==> config.mk <==
export PLATFORM = sky130hd
export DESIGN_NAME = jstk2_poll_ctrl
export DESIGN_NICKNAME = d
export VERILOG_FILES = /design/src/rtl/jstk2_pkg.sv /design/src/rtl/jstk2_delay_timer.sv /design/src/rtl/jstk2_poll_ctrl.sv
export SDC_FILE = /design/constraint.sdc
export NUM_CORES = 1
export LEC_CHECK = 0
export ABC_CLOCK_PERIOD_IN_PS = 4600
export BUFFER_PORTS_ARGS = -buffer_cell sky130_fd_sc_hd__buf_2
export CAP_MARGIN = 40
export CORE_ASPECT_RATIO = 0.9
export CORE_MARGIN = 10
export CORE_UTILIZATION = 30
export DETAILED_ROUTE_END_ITERATION = 7
export HOLD_SLACK_MARGIN = 0.1
export PLACE_DENSITY = 0.47
export SYNTH_ARGS = -nofsm -noshare
export SYNTH_HDL_FRONTEND = slang
export SYNTH_SLANG_ARGS = --single-unit
==> constraint.sdc <==
create_clock -name clk -period 4.6 [get_ports clk]
set_input_delay 0.92 -clock clk [delete_from_list [all_inputs] [get_ports clk]]
set_output_delay 0.92 -clock clk [all_outputs]
set_load 0.05 [all_outputs]
==> src/rtl/jstk2_pkg.sv <==
// Shared types and constants for the PmodJSTK2 poll controller.
// Optional build macro used by this block: JSTK2_LED_EN (LED command frame).
package jstk2_pkg;

   typedef enum logic [2:0] {
      IDLE,
      SETUP,
      SEND,
      WAIT,
      GAP,
      HOLD
   } jstk2_state_t;

   localparam int JSTK2_FRAME_BYTES = 5;

   localparam logic [7:0] JSTK2_CMD_LED = 8'h84;
   localparam logic [7:0] JSTK2_CMD_NOP = 8'h00;

   typedef logic [2:0] jstk2_idx_t;

   localparam jstk2_idx_t JSTK2_LAST_IDX = jstk2_idx_t'(JSTK2_FRAME_BYTES - 1);

   // Saturating subtract, used to turn cycle budgets into timer load values
   function automatic int sat_sub(input int a, input int b);
      return (a > b) ? a - b : 0;
   endfunction

   function automatic int max3(input int a, input int b, input int c);
      int m;
      m = (a > b) ? a : b;
      return (m > c) ? m : c;
   endfunction

endpackage

==> src/rtl/jstk2_delay_timer.sv <==
// Loadable down-counter; done is high whenever the count sits at zero.
// A load of 0 therefore reports done on the very next cycle.
module jstk2_delay_timer #(
   parameter int WIDTH = 12
) (
   input  logic             clk,
   input  logic             rst,
   input  logic             load,
   input  logic [WIDTH-1:0] value,
   output logic             done
);

   logic [WIDTH-1:0] cnt;

   // Count the loaded value down to zero and park there
   always_ff @(posedge clk) begin
      // NOTE: registers take <= so every flop samples pre-edge values; = here would chain updates within one edge.
      if (rst) begin
         cnt <= '0;
      end else if (load) begin
         cnt <= value;
      end else if (cnt != '0) begin
         cnt <= cnt - 1'b1;
      end
   end

   assign done = (cnt == '0);

endmodule

==> src/rtl/jstk2_poll_ctrl.sv <==
// PmodJSTK2 transaction sequencer: polls a 5-byte SPI frame through an
// external byte engine, owns SS and inter-byte timing, decodes x/y/buttons.
// Build macro: JSTK2_LED_EN sends {0x84,R,G,B,0x00}; otherwise five 0x00.
module jstk2_poll_ctrl
   import jstk2_pkg::*;
#(
   parameter int POLL_CYC     = 1_000_000,
   parameter int SS_SETUP_CYC = 1500,
   parameter int BYTE_GAP_CYC = 1000,
   parameter int SS_HOLD_CYC  = 2500,
   parameter int TIMEOUT_CYC  = 100_000
) (
   input  logic        clk,
   input  logic        rst,
   input  logic        en,
   output logic        byte_start,
   output logic [7:0]  byte_tx,
   input  logic [7:0]  byte_rx,
   input  logic        byte_done,
   output logic        SS,
   output logic [9:0]  x_val,
   output logic [9:0]  y_val,
   output logic [1:0]  btn,
   output logic        sample_valid,
   output logic        err,
   input  logic [23:0] led_rgb
);

   // Load values absorb the FSM's own transition cycles so that the
   // observable SS/byte_start spacing equals the parameter exactly.
   localparam int SETUP_LD = sat_sub(SS_SETUP_CYC, 1);
   localparam int GAP_LD   = sat_sub(BYTE_GAP_CYC, 2);
   localparam int HOLD_LD  = sat_sub(SS_HOLD_CYC, 2);
   localparam int TW       = $clog2(max3(SETUP_LD, GAP_LD, HOLD_LD) + 2);
   localparam int PW       = $clog2(POLL_CYC + 1);
   localparam int OW       = $clog2(TIMEOUT_CYC + 1);

   jstk2_state_t   state;
   jstk2_idx_t     idx;
   logic [PW-1:0]  poll_cnt;
   logic           poll_tick;
   logic [OW-1:0]  to_cnt;
   logic           to_expired;
   logic           tmr_load;
   logic [TW-1:0]  tmr_value;
   logic           tmr_done;
   logic [7:0]     tx_byte;
   logic [7:0]     rx [0:3];
   logic           unused_rx_hi;

   assign poll_tick  = en && (poll_cnt == PW'(POLL_CYC - 1));
   assign to_expired = (to_cnt == OW'(TIMEOUT_CYC - 1));

   // Free-running poll period, held at zero while polling is disabled
   always_ff @(posedge clk) begin
      if (rst || !en) begin
         poll_cnt <= '0;
      end else if (poll_tick) begin
         poll_cnt <= '0;
      end else begin
         poll_cnt <= poll_cnt + 1'b1;
      end
   end

`ifdef JSTK2_LED_EN
   logic [23:0] led_q;

   // Freeze the colour at the SS-falling cycle so one frame is consistent
   always_ff @(posedge clk) begin
      if (rst) begin
         led_q <= '0;
      end else if (state == IDLE && poll_tick) begin
         led_q <= led_rgb;
      end
   end

   // Select the transmit byte for the current index
   always_comb begin
      case (idx)
         3'd0:    tx_byte = JSTK2_CMD_LED;
         3'd1:    tx_byte = led_q[23:16];
         3'd2:    tx_byte = led_q[15:8];
         3'd3:    tx_byte = led_q[7:0];
         default: tx_byte = JSTK2_CMD_NOP;
      endcase
   end
`else
   logic unused_led;
   assign unused_led = ^led_rgb;
   assign tx_byte    = JSTK2_CMD_NOP;
`endif

   // Timer reloads on the edge that enters SETUP, GAP or HOLD
   always_comb begin
      // NOTE: defaults first so every path assigns both outputs and no latch is inferred.
      tmr_load  = 1'b0;
      tmr_value = '0;
      case (state)
         IDLE: begin
            if (poll_tick) begin
               tmr_load  = 1'b1;
               tmr_value = TW'(SETUP_LD);
            end
         end
         WAIT: begin
            if (byte_done) begin
               tmr_load  = 1'b1;
               tmr_value = (idx == JSTK2_LAST_IDX) ? TW'(HOLD_LD) : TW'(GAP_LD);
            end else if (to_expired) begin
               tmr_load  = 1'b1;
               tmr_value = TW'(HOLD_LD);
            end
         end
         default: ;
      endcase
   end

   jstk2_delay_timer #(.WIDTH(TW)) u_timer (
      .clk   (clk),
      .rst   (rst),
      .load  (tmr_load),
      .value (tmr_value),
      .done  (tmr_done)
   );

   // Capture bytes 0..3; byte 4 is decoded straight from byte_rx at commit
   always_ff @(posedge clk) begin
      // NOTE: rx is a data store overwritten before every commit, so it carries no reset.
      if (state == WAIT && byte_done && idx != JSTK2_LAST_IDX) begin
         rx[idx[1:0]] <= byte_rx;
      end
   end

   assign unused_rx_hi = ^{rx[1][7:2], rx[3][7:2]};

   // Frame sequencer with registered SS, strobes and decoded outputs
   always_ff @(posedge clk) begin
      if (rst) begin
         state        <= IDLE;
         idx          <= '0;
         to_cnt       <= '0;
         SS           <= 1'b1;
         byte_start   <= 1'b0;
         byte_tx      <= '0;
         x_val        <= '0;
         y_val        <= '0;
         btn          <= '0;
         sample_valid <= 1'b0;
         err          <= 1'b0;
      end else begin
         byte_start   <= 1'b0;
         sample_valid <= 1'b0;
         err          <= 1'b0;
         case (state)
            IDLE: begin
               if (poll_tick) begin
                  SS    <= 1'b0;
                  idx   <= '0;
                  state <= SETUP;
               end
            end
            SETUP, GAP: begin
               if (tmr_done) begin
                  byte_start <= 1'b1;
                  byte_tx    <= tx_byte;
                  state      <= SEND;
               end
            end
            SEND: begin
               to_cnt <= '0;
               state  <= WAIT;
            end
            WAIT: begin
               if (byte_done) begin
                  if (idx != JSTK2_LAST_IDX) begin
                     idx   <= idx + 1'b1;
                     state <= GAP;
                  end else begin
                     SS           <= 1'b1;
                     x_val        <= {rx[1][1:0], rx[0]};
                     y_val        <= {rx[3][1:0], rx[2]};
                     btn          <= byte_rx[1:0];
                     sample_valid <= 1'b1;
                     state        <= HOLD;
                  end
               end else if (to_expired) begin
                  SS    <= 1'b1;
                  err   <= 1'b1;
                  state <= HOLD;
               end else begin
                  to_cnt <= to_cnt + 1'b1;
               end
            end
            HOLD: begin
               if (tmr_done) begin
                  state <= IDLE;
               end
            end
            default: state <= IDLE;
         endcase
      end
   end

endmodule

* Word-level counts from Yosys, hierarchy flattened
Memory sizes are Yosys's and may differ from the RTL's. A register that Yosys moved wholly into a read port is not among the register bits.
Index checks and enable logic that the tools add are counted.
** Word-level totals
- Flip-flop bits (word level) :: 61
- Bits in writable memories :: 32
- Input bits :: 36
- Output and inout port bits :: 34
- Logic and storage cells :: 92
- Memories kept :: 1
** Cells by class
- Add/subtract/negate cells :: 4
- Eq/ne operators :: 18
- Multiplexer cells :: 34
- Bitwise logic cells :: 4
- Reduce and logical (&&, ||, !) cells :: 21
** Memory list
- rx :: words 4, bits a word 8, read ports 4, clocked after memory_dff 4, write ports 1, RTL line jstk2_poll_ctrl.sv:48 : logic [7:0] rx [0:3];
** Operators by type and width (count)
- $mux W12 :: 5
- $mux W17 :: 2
- $pmux W17 S2 :: 1
- $mux W3 :: 8
- $pmux W12 S2 :: 1
- $add A20 B1 Y20 const B :: 1
- $eq A20 B20 Y1 const B :: 1
- $add A17 B1 Y17 const B :: 1
- $eq A17 B17 Y1 const B :: 1
- $pmux W3 S5 :: 1
- $logic_not A12 Y1 :: 1
- $mux W1 :: 12
- $ne A2 B2 Y1 const B :: 6
- $reduce_and A4 Y1 :: 3
- $reduce_bool A12 Y1 :: 1
- $sub A12 B1 Y12 const B :: 1
- $mux W11 :: 1
- $eq A3 B3 Y1 const B :: 3
- $ne A3 B3 Y1 const B :: 3
- $eq A3 B2 Y1 const B :: 2
- $pmux W3 S2 :: 1
- $reduce_and A3 Y1 :: 2
- $reduce_bool A2 Y1 :: 3
- $reduce_or A2 Y1 :: 3
- 10 further kinds :: 17

* Logic depth before layout (Yosys ltp)
Gate-level depths: netlist of run 1.
- Depth in word-level cells :: 5
- Gate-level depth with buffers :: 8
- Mapped depth without buffers :: 7

* By module
From an unflattened synthesis of run 1, not the netlist that was laid out.
** Unflattened totals
- Cells, all modules :: 493
- Area total of the unflattened synthesis :: 4428.0 sq um
** By module, submodules not included
- jstk2_poll_ctrl :: times used 1, cells an instance 400, area each 3698.5 sq um, sequential area each 1981.9 sq um
- jstk2_delay_timer :: times used 1, cells an instance 93, area each 729.4 sq um, sequential area each 240.2 sq um

* Least setup slack after synthesis of run 1
Ideal clock, no wire load.
- Path type :: input to register
- From :: input byte_done
- To :: memory rx[0][0] (enable)
- Setup time :: 0.332 ns
- Arrival time :: 1.721 ns
- Data required time :: 4.268 ns
- Slack :: 2.547 ns
- Stages on the path :: 3
- Buffers on the path :: 0
- Path through :: a21bo_2 nor2_1 and2_1
** Between the ends
- Longest elaborated chain between the ends :: 4
** Ends and longest elaborated chain
- start, declared :: RTL line jstk2_poll_ctrl.sv:19 : input logic byte_done,
- $logic_and A1 B1 Y1 (2 in a row) :: RTL line jstk2_poll_ctrl.sv:129 : if (state == WAIT && byte_done && idx != JSTK2_LAST_IDX) begin
- $mux W1 :: RTL line jstk2_poll_ctrl.sv:129
- $mux W1 (implied by the code) :: RTL line jstk2_poll_ctrl.sv:130 : rx[idx[1:0]] <= byte_rx;
- end, declared :: RTL line jstk2_poll_ctrl.sv:48
Every way passes these cells.

* Worst setup path after layout of run 1
- From :: register to_cnt[0]
- To :: register to_cnt[13]
** Between the ends
- Longest elaborated chain between the ends :: 4
- Elaborated cells between the ends (all ways) :: 7
- Those cells by class :: add/sub (1); eq/ne (2); mux (3); reduce/logical (1)
** Ends and longest elaborated chain
- start, declared :: RTL line jstk2_poll_ctrl.sv:42 : logic [OW-1:0] to_cnt;
- start signal, assigned :: RTL line jstk2_poll_ctrl.sv:191 : to_cnt <= to_cnt + 1'b1;
- $add A17 B1 Y17 :: RTL line jstk2_poll_ctrl.sv:191
- $mux W17 :: RTL line jstk2_poll_ctrl.sv:186 : end else if (to_expired) begin
- $mux W17 :: RTL line jstk2_poll_ctrl.sv:174 : if (byte_done) begin
- $pmux W17 S2 :: RTL line jstk2_poll_ctrl.sv:154 : case (state)
Parallel ways exist; a longest one is shown, timed or not. The select of a mux whose other input is x is not followed.
A chain may end at the register's enable or synchronous reset.

==> metrics.md, run 1 <==
| Metric | Value |
|---|---|
| RSZ-0062 raised after global routing | no |
| Register bit total from synthesis | 101 |
| Pre-antenna DRT Iters | 4 |
| Initial drt markers | 202 |
| Seq/Total Area, Yosys | 50.5% |
| Sink Count | 101 |
| RR Startpoint | to_cnt[0] |
| Nets | 545 |
| Fin Setup TNS | 0 ps |
| Core footprint | 14200 µm² |
| Final setup viols | 0 |
| Routed wire per std cell | 13.7 µm |
| Largest area contributor in the netlist | dfxtp_1 |
| Peak supply drop | 179 µV |
| First-pass GRT wire length | 16400 µm |
| Post-Syn Area | 4400 µm² |
| Hold buffer count at CTS | 0 |
| Worst reg2reg endpoint | to_cnt[13] |
| Max Clk Rate | 0.446 GHz |
| Worst rel slew slack | 42.9% |
| Count of buffers from port buffering | 37 |
| Final hold violation count | 0 |
| Combinational group share of total power | 14.8% |
| Post-layout util | 35.2% |
| Power Density | 399 nW/µm² |
| Internal power | 1.44 mW |
| Initial Util | 31.0% |
| Num CTS Buffers | 9 |
| Status | finished clean |
| Synth top area share | 36.9% |
| Hold/Removal Path Class | flip-flop to flip-flop |
| Worst-case clock skew | 11.0 ps |
| Worst-Skew Late Latency | 350 ps |
| Largest net degree at the start of global routing | 30 |
| Syn Area/Cell | 9.28 µm² |
| Via count | 3324 |
| Hold Path Sink | poll_cnt[0] |
| # IOs | 70 |
| Number of global-route vias before repair | 3276 |
| Post-DR vias/cell | 4.76 |
| Number of distinct library cells after synthesis | 52 |
| Fraction of registers with async set/reset | 0% |
| WP data required | 4830 ps |
| Ys Warns | 0 |
| Clk slew on worst S/H paths | 70 ps |
| Fin crit share | 48.7% |
| Htree depth | 3 |
| Chip Height | 135 µm |
| Worst EP arrival | 2470 ps |
| Worst setup SP type | flip-flop |
| Root Buffer | clkbuf_16 |
| MaxCap Viol Count | 0 |
| Switching Power | 554 µW |
| Sequential power share | 48.6% |
| Routability cong. | 0.784 |
| Post-synth EDFFs | 20 |
| Hpwl dp | 6470 µm |
| LEAKAGE | 1.77 nW |
| Routed WL | 9590 µm |
| Post-Syn Instances | 474 |
| Filler cells | 1467 |
| Clock power share | 36.5% |
| Shortest period the worst path allows | 2240 ps |
| Top post-synthesis cells by area | dfxtp_1, edfxtp_1, nand2_1, a21oi_1, xnor2_1 |
| Top_reg_cell synth | dfxtp_1 |
| CTS tree | done |
| Hold Path Depth | 1 |
| R2R setup slack | 2360 ps |
| Remaining global-route overflow | 0 |
| Critical path type | flip-flop to flip-flop |
| Area Overhead vs Synth | 13.8% |
| Gr usage total | 9.99% |
| Row count | 41 |
| Slew @ Worst Pin | 857 ps |
| CP max FO | 22 |
| Drc violations | 0 |
| Reg2reg path depth | 6 |
| Antenna violations before repair | 0 |
| Resize count post-CTS | 0 |
| Die Wd | 148 µm |
| Layout cells sized above 1 | 12.6% |
| Max Root-Sink Buffers | 2 |
| Die Area | 19900 µm² |
| Post-CTS Setup Bufs | 0 |
| Switch share | 27.7% |
| Routed Antenna Nets | 0 |
| HP Start | poll_cnt[0] |
| Pins Over Slew Limit | 0 |
| Worst Setup End Kind | flip-flop |
| Diode count | 0 |
[cells in the mapped netlist, types with 2 or more instances]
library cell	count
nand2_1	68
o21ai_0	3
buf_2	4
inv_1	12
nand3b_1	6
dfxtp_1	81
nand2b_1	5
a21oi_1	46
buf_4	8
or4_1	8
buf_6	2
or3_1	4
clkbuf_1	16
or2_2	2
nor4b_1	2
and3_1	4
edfxtp_1	20
nor4_1	6
nor3_1	7
nor4_2	2
o31ai_1	8
nor2_1	41
and4_1	5
and2_1	6
ha_1	8
o21ai_1	5
o211ai_1	3
nand3_1	19
mux2i_1	3
xnor2_1	20
nand4b_1	3
a21o_1	2
nand4_1	16
xor2_1	11
[placed cells by master, fill, tap and decap left out, types with 2 or more instances in the layout]
cell type	synthesis	layout
dfxtp_1	81	81
clkbuf_16	0	9
nand2_1	68	68
a21oi_1	46	46
inv_1	12	12
mux2i_1	3	3
o21ai_1	5	5
o31ai_1	8	8
or3_1	4	4
nor4_1	6	6
nand4b_1	3	3
and3_1	4	4
o211ai_1	3	3
nor2_1	41	41
nor4_2	2	2
ha_1	8	8
nand4_1	16	16
nand3b_1	6	6
nor3_1	7	7
nor4b_1	2	2
conb_1	1	8
a21o_1	2	2
edfxtp_1	20	20
xor2_1	11	11
o21ai_0	3	3
and2_1	6	6
buf_2	4	37
xnor2_1	20	20
or2_2	2	2
and4_1	5	5
inv_6	0	2
nand2b_1	5	5
clkinv_4	0	2
nand3_1	19	19
or4_1	8	8
[metrics by stage]
stage | hold WS [ps] | std cells | instance area, µm² | power, mW | setup WS [ps]
after CTS | 452 | 699 | 5010 | 2.03 | 2340
after floorplan | 413 | 481 | 4430 | 1.23 | 2550
after detailed placement | 437 | 683 | 4720 | 1.28 | 1970
after global routing | 470 | 699 | 5010 | 2.11 | 2130
final | 447 | 699 | 5010 | 2.00 | 2360
after global placement | 428 | 682 | 4700 | 1.28 | 1980
[flip-flops by register name, indices dropped and copies added, names as in the netlist, 2 cells and up]
signal / count
btn: 2
state: 3
x_val: 10
idx: 3
u_timer.cnt: 12
to_cnt: 17
poll_cnt: 20
y_val: 10
rx: 20
[worst max-delay path, stage by stage (launching register included)]
cell and delay, ps:
dfxtp_1 420, ha_1 240, and4_1 290, nand4_2 170, a21oi_2 710, nor4_1 150, mux2i_1 150
[cell type report]
cell class	count	area [µm²]	area share (%)
flip-flops and latches	101	2220	44.4
multi-input cells	338	2000	39.9
well taps	193	241	4.82
clock buffers	10	229	4.57
repair buffers	39	220	4.40
clock inverters	6	53.8	1.07
inverters	12	45.0	0.900
[worst max-delay path by stage]
stage | endpoint | slack [ps] | cells after the start | start
6_report | to_cnt[13] | 2360 | 6 | to_cnt[0]
2_1_floorplan | rx[0][0] | 2550 | 3 | byte_done
4_1_cts | rx[0][7] | 2340 | 4 | byte_done
5_1_grt | u_timer.cnt[11] | 2130 | 6 | to_cnt[0]
3_3_place_gp | poll_cnt[7] | 1980 | 3 | rst
3_5_place_dp | rx[0][7] | 1970 | 4 | byte_done
[power groups by stage]
| stage | registers [mW] | logic [mW] | clock network [mW] |
|---|---|---|---|
| after global placement | 0.992 | 0.290 | 0 |
| final | 0.972 | 0.296 | 0.730 |
| after detailed placement | 0.991 | 0.291 | 0 |
| after global routing | 0.977 | 0.335 | 0.793 |
| after floorplan | 0.985 | 0.250 | 0 |
| after CTS | 0.971 | 0.296 | 0.767 |
[routing by layer]
layer  track usage [%]  share of wire [%]  vias up
met5                 0                  0        -
met4              3.58                1.5        0
met3              3.47                4.5       10
met2              15.5                 45       49
met1              12.6                 49     1562
li1                  -                  -     1703
[cells by family after synthesis]
logic type                 after synthesis  share of synthesized area, %
AOI/OAI and AO/OA                       75                          9.98
xor gates and xnor gates                31                          6.17
adders and majority gates                8                          2.28
buffers and inverters                   42                          4.72
DFF                                    101                          50.5
muxes                                    3                         0.683
other                                    1                        0.0852
and+or+nand+nor                        213                          25.6
(Power assumes the default switching activity.)
==> run 2, diff against run 1 <==
- ABC_CLOCK_PERIOD_IN_PS: 4600 -> 2100
- clock period: 4.6 -> 2.1 ns (I/O delays scaled with it)
==> run 2 against run 1 <==
Net effect:
- cell count is 2.0% higher
- count of clock-buffer cells in the layout stayed put
- die area stayed put
- clock power is 140% higher
- largest cell class unchanged
==> metrics.md, run 2 (same netlist as run 1, synthesis figures left out) <==
| Metric | Value |
|---|---|
| CP max FO | 21 |
| Status | finished clean |
| Htree depth | 3 |
| Most frequent cells in the layout | dfxtp_1, nand2_1, a21oi_1, nor2_1, buf_2 |
| Clock power share | 38.2% |
| CTS tree | done |
| Max Clk Rate | 0.516 GHz |
| Worst-Skew Late Latency | 350 ps |
| Chip Height | 135 µm |
| Core footprint | 14200 µm² |
| Commonest non-fill, non-tap cell in the layout | dfxtp_1 |
| Clk slew on worst S/H paths | 70 ps |
| Initial drt markers | 183 |
| Diode count | 0 |
| Switching Power | 1.21 mW |
| Worst rel slew slack | 66.6% |
| Sequential power share | 47.1% |
| Post-Place Cells | 697 |
| Slew @ Worst Pin | 498 ps |
| Area Overhead vs Synth | 16.7% |
| Internal power | 3.31 mW |
| Pre-antenna DRT Iters | 5 |
| Post-DR vias/cell | 4.75 |
| Worst-case clock skew | 6.03 ps |
| Worst setup SP type | flip-flop |
| Worst Setup End Kind | flip-flop |
| Critical path type | flip-flop to flip-flop |
| Max Root-Sink Buffers | 2 |
| Hpwl dp | 6750 µm |
| Initial Util | 31.0% |
| Slowest CP cell | or4_1 |
| Non-filler cells in the finished layout | 713 |
| Post-layout util | 36.1% |
| Cells along the critical path | ha_1 -> and4_1 -> nand4_2 -> a21oi_2 -> buf_12 -> or4_1 -> a21oi_1 |
| Routed Antenna Nets | 0 |
| Pins Over Slew Limit | 0 |
| Remaining global-route overflow | 0 |
| Row count | 41 |
| Hold buffer count at CTS | 0 |
| CP peak stage delay | 490 ps |
| Count of buffers from port buffering | 37 |
| R2R setup slack | 160 ps |
| Delay-heaviest family, CP | simple AND/OR/NAND/NOR gates |
| Hold/Removal Path Class | input port to flip-flop |
| Routability cong. | 0.738 |
| Fin crit share | 92.2% |
| Die Wd | 148 µm |
| WP depth | 7 |
| Gr usage total | 10.1% |
| Buffer and inverter count on the worst path | 1 |
| WP data required | 2380 ps |
| Worst EP arrival | 2220 ps |
| Reg2reg path depth | 7 |
| MaxCap Viol Count | 0 |
| Via count | 3389 |
| Final setup viols | 0 |
| Die Area | 19900 µm² |
| Antenna violations before repair | 0 |
| Shortest period the worst path allows | 1940 ps |
| # IOs | 70 |
| Worst Setup EP | to_cnt[8] |
| Nets | 559 |
| LEAKAGE | 1.86 nW |
| Worst reg2reg endpoint | to_cnt[8] |
| RR Startpoint | to_cnt[1] |
| Num CTS Buffers | 9 |
| Peak supply drop | 394 µV |
| Largest net degree at the start of global routing | 30 |
| Fin Setup TNS | 0 ps |
| Layout cells sized above 1 | 15.2% |
| Root Buffer | clkbuf_16 |
| Final hold violation count | 0 |
| First-pass GRT wire length | 16600 µm |
| Combinational group share of total power | 14.7% |
| Number of global-route vias before repair | 3265 |
| Switch share | 26.8% |
| Routed wire per std cell | 13.7 µm |
| Sink Count | 101 |
| Routed WL | 9770 µm |
| RSZ-0062 raised after global routing | no |
| Power Density | 882 nW/µm² |
| Drc violations | 0 |
| Crit path from | to_cnt[1] |
| Total Power | 4.53 mW |
==> run 2: worst register-to-register path, delay by kind of cell, from the launching register on <==
kind	cells	cell delay, ps
compound gates	2	260
fa+ha+maj	1	240
buf+inv	1	160
flops	1	350
simple gates	3	880
==> run 2: through the flow <==
step                area (µm²)  hold slack [ps]  setup WS [ps]
floorplan                 4430              413            324
global placement          4820              426            161
detailed placement        4820              438            136
CTS                       5130              240            112
global route              5130              243           22.3
finish                    5130              255            164
==> run 2: worst min path at each step <==
stage                             end        start  cells past startpoint  slack [ps]
after floorplan           poll_cnt[0]  poll_cnt[0]                      1         410
after global placement    poll_cnt[0]  poll_cnt[0]                      1         430
after detailed placement  poll_cnt[0]  poll_cnt[0]                      1         440
after CTS                    rx[0][7]   byte_rx[7]                      1         240
after global routing         rx[0][4]   byte_rx[4]                      1         240
final                        rx[2][7]   byte_rx[7]                      1         260
==> run 2: layout make-up <==
class	instances	area (µm²)
fill	1516	9080
sequential	101	2220
inverter	12	45.0
tap	193	241
multi-input combinational	338	2000
timing repair buffer	53	318
clock buffer	10	229
clock inverter	6	80.1
==> run 2: routing by layer <==
layer	track usage, %	wire (µm)	vias up
li1	-	-	1730
met1	12.6	4730	1606
met2	15.9	4530	44
met3	3.91	394	9
met4	2.81	110	0
met5	0	0	-
==> run 2: what timing repair did <==
action,in CTS,in global routing
gates resized for setup,0,1
buffers inserted,0,0
endpoints found under the setup margin,0,5
==> run 2: power groups by stage <==
stage	Sequential (mW)	Clock, mW	Combinational [mW]
final	2.13	1.73	0.665
after floorplan	2.16	0	0.547
after detailed placement	2.18	0	0.668
after CTS	2.13	1.80	0.673
after global routing	2.14	1.87	0.767
after global placement	2.17	0	0.672
==> run 3, diff against run 2 <==
- CORE_ASPECT_RATIO: 0.9 -> 1.5
==> run 3 against run 2 <==
Net effect:
- worst setup slack worse by 8.8 ps
- flip-flop and latch count unchanged
- global-route usage down 0.12 points
- total power up 3.6%
- sequential share of layout area down 0.47 points
- register-to-register slack about the same
- hold slack better by 18 ps
- utilization down 0.23 points
- non-clock buffer count up 2
- cell count up 0.70%
- routed wire length down 1.5%
- highest routed layer is now met5
==> metrics.md, run 3 (same netlist as run 1, synthesis figures left out) <==
| Metric | Value |
|---|---|
| Most frequent cells in the layout | dfxtp_1, nand2_1, a21oi_1, nor2_1, buf_2 |
| Commonest non-fill, non-tap cell in the layout | dfxtp_1 |
| Routed wire per std cell | 13.4 µm |
| Shortest period the worst path allows | 1950 ps |
| Chip Height | 168 µm |
| Via count | 3393 |
| Row count | 54 |
| Remaining global-route overflow | 0 |
| Routed WL | 9620 µm |
| Nets | 561 |
| CP max FO | 21 |
| Routed Antenna Nets | 0 |
| Total Power | 4.69 mW |
| Worst setup SP type | flip-flop |
| Root Buffer | clkbuf_16 |
| Sink Count | 101 |
| Pre-antenna DRT Iters | 4 |
| Drc violations | 0 |
| Num CTS Buffers | 9 |
| Worst Setup End Kind | flip-flop |
| Status | finished clean |
| Die Area | 20000 µm² |
| Htree depth | 3 |
| Post-CTS Setup Bufs | 0 |
| Number of global-route vias before repair | 3423 |
| LEAKAGE | 1.89 nW |
| Diode count | 0 |
| Worst-Skew Late Latency | 330 ps |
| Area Overhead vs Synth | 17.9% |
| Routability cong. | 0.785 |
| Peak supply drop | 478 µV |
| Fin Setup TNS | 0 ps |
| Max Root-Sink Buffers | 2 |
| Final hold violation count | 0 |
| Worst rel slew slack | 64.0% |
| Die Wd | 119 µm |
| Post-Place Cells | 702 |
| CTS tree | done |
| MaxCap Viol Count | 0 |
| Hold/Removal Path Class | input port to flip-flop |
| Hpwl dp | 6890 µm |
| Initial Util | 30.4% |
| WP data required | 2360 ps |
| Post-layout util | 35.9% |
| Largest net degree at the start of global routing | 51 |
| Core footprint | 14500 µm² |
| Worst-case clock skew | 8.42 ps |
| RSZ-0062 raised after global routing | no |
| Gr usage total | 9.96% |
| Worst EP arrival | 2200 ps |
| Fin crit share | 92.6% |
| Clk slew on worst S/H paths | 70 ps |
| Max Clk Rate | 0.514 GHz |
| Initial drt markers | 130 |
| Non-filler cells in the finished layout | 718 |
| Layout cells sized above 1 | 15.5% |
| Hold buffer count at CTS | 0 |
| # IOs | 70 |
| Count of buffers from port buffering | 37 |
| Pins Over Slew Limit | 0 |
| Critical path type | flip-flop to flip-flop |
| Final setup viols | 0 |
| Slew @ Worst Pin | 535 ps |
| Power Density | 904 nW/µm² |
| Antenna violations before repair | 1 |
| Post-DR vias/cell | 4.73 |
| First-pass GRT wire length | 16600 µm |
run 3: cell count changes in the layout (fill, tap and decap cells not counted), sizes merged:
cell	change
inv	-2
bufinv	+2
buf	+2
run 3: power by group:
group / switching, mW / internal, mW / total [mW] / leakage [nW]
sequential: 0.0764 / 2.05 / 2.13 / 0.834
clock: 0.693 / 1.19 / 1.89 / 0.171
combinational: 0.362 / 0.308 / 0.670 / 0.881
total: 1.13 / 3.56 / 4.69 / 1.89
run 3: worst paths after layout:
path / cells past startpoint / end / slack [ps] / from
hold / removal: 1 / rx[2][3] / 270 / byte_rx[3]
hold reg to reg: 2 / x_val[4] / 450 / x_val[4]
setup reg to reg: 7 / to_cnt[16] / 150 / to_cnt[0]
setup / recovery: 7 / to_cnt[16] / 150 / to_cnt[0]
run 3: worst max-delay path, cell delays in order (launching register included):
cell and delay [ps]:
dfxtp_1 330, ha_1 250, and4_1 260, nand4_2 140, a21oi_2 100, buf_12 160, or4_1 470, a21oi_1 160
run 3: final cells by class:
class / count / area, µm²
Sequential cell: 101 / 2220
Clock inverter: 6 / 108
Inverter: 12 / 45.0
Tap cell: 196 / 245
Clock buffer: 10 / 239
Timing Repair Buffer: 55 / 333
Multi-Input combinational cell: 338 / 2000
Fill cell: 1523 / 9270
run 3: per-layer routing:
| layer | wire (µm) | track usage, % |
|---|---|---|
| met5 | 13 | 0 |
| met4 | 95 | 3.68 |
| met3 | 319 | 2.64 |
| met2 | 5060 | 18.0 |
| met1 | 4130 | 10.8 |
run 3: metrics by stage:
step	hold slack, ps	instance area (µm²)	setup WS (ps)
after floorplan	413	4430	324
after global placement	426	4840	148
after detailed placement	443	4840	128
after CTS	257	5190	105
after global routing	260	5190	8.55
final	273	5190	155
run 3: repair_timing:
item / in CTS / in global routing
gates resized for setup: 0 / 1
setup endpoints to repair: 0 / 2
endpoints found under the hold margin: 0 / 0
